--- src/rtl/uart_pkg.sv ---
// Shared UART receive definitions: state type, default frame width, baud constants.
package uart_pkg;

  localparam int DEF_DATA_BITS = 8;

  // Baud constants shared with uart_rx_band_gen (136 clocks per bit).
  localparam int SYS_RATE  = 15_667_200;
  localparam int BAND_RATE = 115_200;
  localparam int CNT_BAND  = SYS_RATE / BAND_RATE - 1;

  typedef enum logic [1:0] {
    RX_IDLE  = 2'd0,
    RX_START = 2'd1,
    RX_DATA  = 2'd2,
    RX_STOP  = 2'd3
  } rx_state_e;

endpackage

--- src/rtl/uart_rx_ctrl_if.sv ---
// Received-byte valid/ready channel.
//   rx_data  : received byte, stable while rx_valid
//   rx_valid : byte available, held until accepted
//   rx_ready : consumer accepts on rx_valid && rx_ready
interface uart_rx_ctrl_if
  import uart_pkg::*;
#(
  parameter int DATA_BITS = DEF_DATA_BITS
);
  logic [DATA_BITS-1:0] rx_data;
  logic                 rx_valid;
  logic                 rx_ready;

  modport master (output rx_data, output rx_valid, input rx_ready);
  modport slave  (input rx_data, input rx_valid, output rx_ready);
endinterface

--- src/rtl/uart_rx_sync.sv ---
// Multi-flop synchroniser for an asynchronous level; all stages reset to 1.
//   clock, reset : system clock, synchronous active-high reset
//   d            : asynchronous input
//   q            : synchronised output
module uart_rx_sync #(
  parameter int STAGES = 2
) (
  input  logic clock,
  input  logic reset,
  input  logic d,
  output logic q
);
  logic [STAGES-1:0] sync_q;

  always_ff @(posedge clock) begin
    if (reset) sync_q <= '1;
    else       sync_q <= {sync_q[STAGES-2:0], d};
  end

  assign q = sync_q[STAGES-1];
endmodule

--- src/rtl/uart_rx_ctrl.sv ---
// UART receive sequencer driving the RX baud generator.
//   clock, reset : system clock, synchronous active-high reset
//   rx           : asynchronous serial line, idle high
//   clock_bps    : mid-bit sample pulse from the baud generator
//   band_sig     : baud generator enable (low reloads it to half-bit phase)
//   frame_err    : one-cycle pulse on a low stop bit
//   overrun      : sticky, good frame dropped while buffer full
//   err_clr      : clears overrun
//   busy         : FSM not idle
//   rx_bus       : received-byte valid/ready channel
module uart_rx_ctrl
  import uart_pkg::*;
#(
  parameter int DATA_BITS   = DEF_DATA_BITS,
  parameter int SYNC_STAGES = 2
) (
  input  logic            clock,
  input  logic            reset,
  input  logic            rx,
  input  logic            clock_bps,
  output logic            band_sig,
  output logic            frame_err,
  output logic            overrun,
  input  logic            err_clr,
  output logic            busy,
  uart_rx_ctrl_if.master  rx_bus
);
  localparam int CW = (DATA_BITS > 1) ? $clog2(DATA_BITS) : 1;

  rx_state_e            state_q, state_d;
  logic [CW-1:0]        cnt_q, cnt_d;
  logic [DATA_BITS-1:0] shift_q, shift_d;
  logic [DATA_BITS-1:0] data_q, data_d;
  logic                 valid_q, valid_d;
  logic                 ferr_q, ferr_d;
  logic                 ovr_q, ovr_d;
  logic                 band_q, band_d;
  logic                 busy_q, busy_d;
  logic                 rx_s, rx_d_q;
  logic                 start_edge, hs;

  uart_rx_sync #(.STAGES(SYNC_STAGES)) u_sync (
    .clock (clock),
    .reset (reset),
    .d     (rx),
    .q     (rx_s)
  );

  // Edge, not level: a line held low after a framing error never re-arms.
  assign start_edge = rx_d_q & ~rx_s;
  assign hs         = valid_q & rx_bus.rx_ready;

  always_comb begin
    state_d = state_q;
    cnt_d   = cnt_q;
    shift_d = shift_q;
    data_d  = data_q;
    valid_d = hs ? 1'b0 : valid_q;
    ferr_d  = 1'b0;
    ovr_d   = err_clr ? 1'b0 : ovr_q;
    unique case (state_q)
      RX_IDLE: begin
        if (start_edge) state_d = RX_START;
      end
      RX_START: begin
        if (clock_bps) begin
          if (!rx_s) begin
            state_d = RX_DATA;
            cnt_d   = '0;
          end else begin
            state_d = RX_IDLE;
          end
        end
      end
      RX_DATA: begin
        if (clock_bps) begin
          shift_d = {rx_s, shift_q[DATA_BITS-1:1]};
          cnt_d   = cnt_q + 1'b1;
          if (cnt_q == CW'(DATA_BITS - 1)) state_d = RX_STOP;
        end
      end
      RX_STOP: begin
        if (clock_bps) begin
          state_d = RX_IDLE;
          if (rx_s) begin
            // A same-cycle handshake frees the buffer, so the load wins.
            if (!valid_q || hs) begin
              data_d  = shift_q;
              valid_d = 1'b1;
            end else begin
              ovr_d = 1'b1;
            end
          end else begin
            ferr_d = 1'b1;
          end
        end
      end
      default: state_d = RX_IDLE;
    endcase
    band_d = (state_d != RX_IDLE);
    busy_d = (state_d != RX_IDLE);
  end

  always_ff @(posedge clock) begin
    if (reset) begin
      state_q <= RX_IDLE;
      cnt_q   <= '0;
      shift_q <= '0;
      data_q  <= '0;
      valid_q <= 1'b0;
      ferr_q  <= 1'b0;
      ovr_q   <= 1'b0;
      band_q  <= 1'b0;
      busy_q  <= 1'b0;
      rx_d_q  <= 1'b1;
    end else begin
      state_q <= state_d;
      cnt_q   <= cnt_d;
      shift_q <= shift_d;
      data_q  <= data_d;
      valid_q <= valid_d;
      ferr_q  <= ferr_d;
      ovr_q   <= ovr_d;
      band_q  <= band_d;
      busy_q  <= busy_d;
      rx_d_q  <= rx_s;
    end
  end

  assign band_sig        = band_q;
  assign busy            = busy_q;
  assign frame_err       = ferr_q;
  assign overrun         = ovr_q;
  assign rx_bus.rx_data  = data_q;
  assign rx_bus.rx_valid = valid_q;
endmodule
--- src/flat_wrapper.sv ---
// flat-port wrapper written by rule: the top's interface ports become plain ports
module uart_rx_ctrl_flat import uart_pkg::*;
#(
  parameter int DATA_BITS   = DEF_DATA_BITS,
  parameter int SYNC_STAGES = 2
)
  (clock, reset, rx, clock_bps, band_sig, frame_err, overrun, err_clr, busy, rx_bus_rx_data, rx_bus_rx_valid, rx_bus_rx_ready);
  uart_rx_ctrl_if #(.DATA_BITS(DATA_BITS)) rx_bus_i ();
  input  logic clock;
  input  logic reset;
  input  logic rx;
  input  logic clock_bps;
  output logic band_sig;
  output logic frame_err;
  output logic overrun;
  input  logic err_clr;
  output logic busy;
  output wire logic [$bits(rx_bus_i.rx_data)-1:0] rx_bus_rx_data;
  output wire logic [$bits(rx_bus_i.rx_valid)-1:0] rx_bus_rx_valid;
  input wire logic [$bits(rx_bus_i.rx_ready)-1:0] rx_bus_rx_ready;
  assign rx_bus_rx_data = rx_bus_i.rx_data;
  assign rx_bus_rx_valid = rx_bus_i.rx_valid;
  assign rx_bus_i.rx_ready = rx_bus_rx_ready;
  uart_rx_ctrl #(.DATA_BITS(DATA_BITS), .SYNC_STAGES(SYNC_STAGES)) u_core (.clock(clock), .reset(reset), .rx(rx), .clock_bps(clock_bps), .band_sig(band_sig), .frame_err(frame_err), .overrun(overrun), .err_clr(err_clr), .busy(busy), .rx_bus(rx_bus_i));
endmodule
--- config.mk ---
export PLATFORM = sky130hd
export DESIGN_NAME = uart_rx_ctrl_flat
export DESIGN_NICKNAME = d
export VERILOG_FILES = /design/src/rtl/uart_pkg.sv /design/src/rtl/uart_rx_ctrl_if.sv /design/src/rtl/uart_rx_sync.sv /design/src/rtl/uart_rx_ctrl.sv /design/src/flat_wrapper.sv
export SDC_FILE = /design/constraint.sdc
export NUM_CORES = 1
export LEC_CHECK = 0
export ABC_AREA = 1
export BUFFER_PORTS_ARGS = -buffer_cell sky130_fd_sc_hd__buf_2
export CORE_MARGIN = 1
export CORE_UTILIZATION = 53
export DETAILED_ROUTE_END_ITERATION = 6
export PLACE_DENSITY_LB_ADDON = 0.12
export SLEW_MARGIN = 10
export SYNTH_ARGS = -nofsm -noshare
export SYNTH_HDL_FRONTEND = slang
export SYNTH_SLANG_ARGS = --single-unit
--- constraint.sdc ---
create_clock -name clock -period 1.3 [get_ports clock]
set_input_delay 0.065 -clock clock [delete_from_list [all_inputs] [get_ports clock]]
set_output_delay 0.065 -clock clock [all_outputs]
set_load 0.005 [all_outputs]
==> results of run 1 <==
-- state kept, by name (all words and copies together), names as in the netlist --
name	count
u_core.rx_bus.rx_data	8
u_core.rx_bus.rx_valid	1
u_core.state_q	2
u_core.rx_d_q	1
u_core.cnt_q	3
u_core.frame_err	1
u_core.shift_q	8
u_core.u_sync.sync_q	2
u_core.band_sig	1
u_core.overrun	1
-- power breakdown --
| group | switching [µW] | internal [µW] | total (µW) |
|---|---|---|---|
| clock | 221 | 108 | 329 |
| combinational | 33.4 | 25.1 | 58.5 |
| sequential | 5.55 | 866 | 872 |
-- layout make-up --
cell class | count | area, µm² | area share, %
clock buffer | 3 | 22.52 | 1.777
inverter | 21 | 78.83 | 6.219
multi-input combinational | 96 | 436.7 | 34.45
sequential | 28 | 560.5 | 44.22
tap | 27 | 33.78 | 2.665
timing repair buffer | 23 | 135.1 | 10.66
-- metrics by stage --
step	worst slack (ps)	total power [µW]
CTS	138.4	1282
detailed placement	159.8	942.5
floorplan	251.5	922.5
global placement	215.5	940.1
global route	50.34	1328
finish	159.0	1260
-- path summary, 6_finish.rpt --
check                                          start                                 end  cells after the start
setup / recovery        u_core.cnt_q[0]$_SDFFE_PP0P_          u_core.band_sig$_SDFF_PP0_                      6
hold / removal                             clock_bps         u_core.frame_err$_SDFF_PP0_                      3
setup reg to reg        u_core.cnt_q[0]$_SDFFE_PP0P_          u_core.band_sig$_SDFF_PP0_                      6
hold reg to reg   u_core.u_sync.sync_q[0]$_SDFF_PP1_  u_core.u_sync.sync_q[1]$_SDFF_PP1_                      1
-- metal layers --
metal	up-vias	track usage, %
met2	18	31.62
met5	-	0
met1	403	21.26
met3	2	3.396
met4	0	9.444
li1	497	-
-- synthesized netlist by cell type --
| cell type | number | area share [%] |
|---|---|---|
| or2_2 | 3 | 1.7 |
| ha_1 | 2 | 2.3 |
| buf_4 | 2 | 1.4 |
| nand2_2 | 3 | 1.7 |
| nand3b_1 | 1 | 0.68 |
| nor2_1 | 20 | 6.8 |
| buf_2 | 1 | 0.45 |
| nand2_1 | 45 | 15 |
| a21oi_1 | 13 | 5.9 |
| inv_1 | 18 | 6.1 |
| dfxtp_1 | 28 | 50 |
| nor3_1 | 1 | 0.45 |
| buf_6 | 1 | 1.0 |
| inv_2 | 2 | 0.68 |
| nand3_4 | 1 | 1.6 |
| clkbuf_1 | 1 | 0.34 |
| nand3_1 | 4 | 1.8 |
| clkinv_1 | 1 | 0.34 |
| o21ai_0 | 3 | 1.4 |
-- worst max-delay path, delay by kind of cell, from the launching register on --
family                   cells  cell delay [ps]
AO/OA/AOI/OAI                2              200
adder cells (fa/ha/maj)      2              370
flip-flops                   1              350
AND/OR/NAND/NOR              2              110
-- cell families after synthesis --
kind of cell               Yosys count  synth area share (%)
AOI/OAI and AO/OA                   16                 7.207
adders and majority gates            2                 2.252
and+or+nand+nor                     78                 29.84
DFF                                 28                 50.45
buffers and inverters               26                 10.25
==> flow_metrics.tcl, run 1 <==
set metrics [dict create \
    hold_slack_ps 53.43 \
    drt-pass1-iter-count 4 \
    wl_per_cell_um 9.636 \
    postCtsSetupBuffers 0 \
    avgSynthCellArea_um2 7.407 \
    endpoint_kind "flip-flop" \
    area_growth_pct 14.08 \
    ir_drop_mv 0.6577 \
    placementRows 16 \
    layout_commonest_cell "nand2_1" \
    slowest_stage "dfxtp_1" \
    maxCapViolCount 0 \
    power.leakage_uw 0.0006567 \
    die_area_um2 2283 \
    rsz0062_at_grt "no" \
    insertion_delay_ps 310 \
    root_buffer "clkbuf_4" \
    core_area_um2 1962 \
    dp_hpwl_mm 1.393 \
    crit_chain "ha_1 -> ha_1 -> nand2_1 -> nand3_1 -> o21ai_0 -> o21ai_0" \
    cts.sink_count 28 \
    grt-ovfl-total 0 \
    die_x_um 47.79 \
    period_share_pct 87.77 \
    vias 920 \
    topRoutingLayerUsed "met4" \
    fill_cells 200 \
    finish.utilization_pct 64.60 \
    ys_ff_latch 28 \
    wl_met1_um 885 \
    ff2ff_setup_slack_ps 160 \
    drt_iter0_markers 20 \
    die_h_um 47.79 \
    cts_resized 0 \
    hp-class "in2reg" \
    slowest_delay_ps 350 \
    num-nets-final 181 \
    synth-warning-count 0 \
    clockBufferDepth 2 \
    stdcell_count 198 \
    placed_area_um2 1215 \
    ioPinCount 19 \
    grt_pass1_wl_mm 2.835 \
    max_freq_mhz 876.4 \
    drt-total-wl_mm 1.908 \
    cts-hold-fix-buffers 3 \
    setup-violations-final 0 \
    cp_max_fo 3 \
    antenna_found_initial 0 \
    maxSlewViolCount 0 \
    drtAntennaViolNets 0 \
    critPathArrivalTime_ps 1350 \
    routed-wl-met2_um 932 \
    synth_cells 150 \
    hold_violations 0 \
    route.met3.wl_um 76 \
    drive_above_1_share_pct 18.71 \
    synth_area_um2 1111 \
    yosysSeqAreaShare_pct 50.45 \
    port_buffers 18 \
    synth_fp_nets 158 \
    dp.cells 192 \
    clkSlewWorstSetupHoldPaths_ps 130 \
    critPathLaunchType "flip-flop" \
    path_class "reg2reg" \
    cellPowerDensity_nw_per_um2 993.8 \
    finalSetupTns_ps 0 \
    grt_max_degree 17 \
    grt_usage_pct 18.24 \
    grt_pass1_vias 723 \
    synth_cell_types 19 \
    slew_headroom_pct 74.98 \
    htree_levels 1 \
    final_cell_area_um2 1267 \
    place_congestion 0.8145 \
    clock_skew_ps 1.583 \
    numCtsBuffers 3 \
    final_period_minus_worst_setup_slack_ps 1141 \
    antenna_cells 0 \
    cts_tree "done" \
    start_util_pct 56.63 \
    via_per_inst 4.646 \
    required_ps 1510 \
    status "finished, final reports clean" \
    worstMarginPinSlew_ps 374.9 \
    drc 0 \
    most-common-layout-cells "nand2_1 (45), dfxtp_1 (28), nor2_1 (20), inv_1 (18), buf_2 (18)" \
]
Power figures use the tool's default switching activity.
==> run 2, diff against run 1 <==
- CTS_BUF_LIST: not set -> sky130_fd_sc_hd__clkbuf_4 sky130_fd_sc_hd__clkbuf_8 sky130_fd_sc_hd__clkbuf_16
- CTS_CLUSTER_SIZE: not set -> 12
- SKIP_CTS_REPAIR_TIMING: not set -> 1
==> flow_metrics.tcl, run 2 (synthesis gave the netlist of run 1 again) <==
set metrics [dict create \
    port_buffers 18 \
    worstReg2RegStart "u_core.cnt_q[0]$_SDFFE_PP0P_" \
    path_class "reg2reg" \
    area_growth_pct 14.08 \
    wl_met1_um 887 \
    p_seq_share_pct 69.2 \
    die_h_um 47.79 \
    htree_levels 1 \
    via_per_inst 4.646 \
    dp.cells 192 \
    vias 920 \
    clock_power_share_pct 26.1 \
    route.met3.wl_um 76 \
    place_congestion 0.8145 \
    die_area_um2 2283 \
    most-common-layout-cells "nand2_1 (45), dfxtp_1 (28), nor2_1 (20), inv_1 (18), buf_2 (18)" \
    cts.sink_count 28 \
    period_share_pct 87.77 \
    root_buffer "clkbuf_4" \
    num-nets-final 181 \
    clkSlewWorstSetupHoldPaths_ps 130 \
    grt_pass1_wl_mm 2.808 \
    dp_hpwl_mm 1.393 \
    ioPinCount 19 \
    insertion_delay_ps 310 \
    maxSlewViolCount 0 \
    hold_end "u_core.frame_err$_SDFF_PP0_" \
    hold_path_startpoint "clock_bps" \
    slowest_delay_ps 350 \
    hold_slack_ps 53.36 \
    drc 0 \
    hold_depth 3 \
    ff2ff_setup_slack_ps 160 \
    clockBufferDepth 2 \
    die_x_um 47.79 \
    p_sw_share_pct 20.64 \
    power.leakage_uw 0.0006567 \
    antenna_found_initial 0 \
    ir_drop_mv 0.6579 \
    hp-class "in2reg" \
    clock_skew_ps 1.528 \
    finish.utilization_pct 64.60 \
    layout_commonest_cell "nand2_1" \
    netSwitchingPower_uw 260.0 \
    routed-wl-met2_um 933 \
    grt_usage_pct 18.08 \
    numCtsBuffers 3 \
    final_period_minus_worst_setup_slack_ps 1141 \
    stdcell_count 198 \
    worstMarginPinSlew_ps 374.2 \
    topRoutingLayerUsed "met4" \
    pwr-share-comb_pct 4.6 \
    placed_area_um2 1215 \
    drive_above_1_share_pct 18.71 \
    max_freq_mhz 876.4 \
    required_ps 1510 \
    slew_headroom_pct 75.03 \
    cellPowerDensity_nw_per_um2 993.9 \
    placementRows 16 \
    final_cell_area_um2 1267 \
    hold_violations 0 \
    drt_iter0_markers 20 \
    reg2reg_depth 6 \
    endpoint_kind "flip-flop" \
    maxCapViolCount 0 \
    cts_tree "done" \
    drt-total-wl_mm 1.910 \
    grt-ovfl-total 0 \
    critPathLaunchType "flip-flop" \
    rr_endpoint "u_core.band_sig$_SDFF_PP0_" \
    antenna_cells 0 \
    slowest_stage "dfxtp_1" \
    start_util_pct 56.63 \
    cp_max_fo 3 \
    grt_pass1_vias 714 \
    finalSetupTns_ps 0 \
    core_area_um2 1962 \
    critPathArrivalTime_ps 1350 \
    rsz0062_at_grt "no" \
    status "finished, final reports clean" \
    setup-violations-final 0 \
    drt-pass1-iter-count 4 \
    crit_chain "ha_1 -> ha_1 -> nand2_1 -> nand3_1 -> o21ai_0 -> o21ai_0" \
    drtAntennaViolNets 0 \
    wl_per_cell_um 9.646 \
    p_int_uw 999.7 \
    grt_max_degree 17 \
]
-- run 2: power groups by stage --
| stage | clock network, µW | logic, µW | registers [µW] |
|---|---|---|---|
| 2_1_floorplan | 0 | 32.2 | 890 |
| 3_3_place_gp | 0 | 49.4 | 891 |
| 3_5_place_dp | 0 | 51.7 | 891 |
| 4_1_cts | 352 | 51.8 | 872 |
| 5_1_grt | 388 | 66.1 | 874 |
| 6_report | 329 | 58.6 | 872 |
-- run 2: layout make-up --
type                            instances  area, µm²
Clock buffer                            3      22.52
Fill cell                             200      694.4
Inverter                               21      78.83
Multi-Input combinational cell         96      436.7
Sequential cell                        28      560.5
Tap cell                               27      33.78
Timing Repair Buffer                   23      135.1
-- run 2: worst max-delay path: cells and delay by family, from the launching register on --
| kind | cells | cell delay (ps) |
|---|---|---|
| flops | 1 | 350 |
| fa+ha+maj | 2 | 370 |
| simple gates | 2 | 110 |
| compound gates | 2 | 200 |
-- run 2: stage by stage --
stage / setup WS, ps / power [µW]
CTS: 138.4 / 1276
detailed placement: 159.8 / 942.5
floorplan: 251.5 / 922.5
finish: 159.0 / 1260
global route: 50.34 / 1328
global placement: 215.5 / 940.1
-- run 2: layer usage --
metal	vias to the layer above	GRT usage (%)
met3	2	3.774
met2	18	31.08
met1	403	21.03
met5	-	0
met4	0	9.444
li1	497	-
-- run 2: worst max path at each step --
| stage | from | to | slack, ps | depth (start not counted) |
|---|---|---|---|---|
| finish | u_core.cnt_q[0]$_SDFFE_PP0P_ | u_core.band_sig$_SDFF_PP0_ | 160 | 6 |
| global route | u_core.state_q[0]$_SDFF_PP0_ | u_core.shift_q[5]$_SDFFE_PP0P_ | 50 | 5 |
| CTS | u_core.state_q[0]$_SDFF_PP0_ | u_core.shift_q[5]$_SDFFE_PP0P_ | 140 | 5 |
| detailed placement | u_core.state_q[0]$_SDFF_PP0_ | u_core.shift_q[5]$_SDFFE_PP0P_ | 160 | 5 |
| global placement | u_core.cnt_q[0]$_SDFFE_PP0P_ | u_core.band_sig$_SDFF_PP0_ | 220 | 6 |
| floorplan | u_core.cnt_q[0]$_SDFFE_PP0P_ | u_core.band_sig$_SDFF_PP0_ | 250 | 6 |
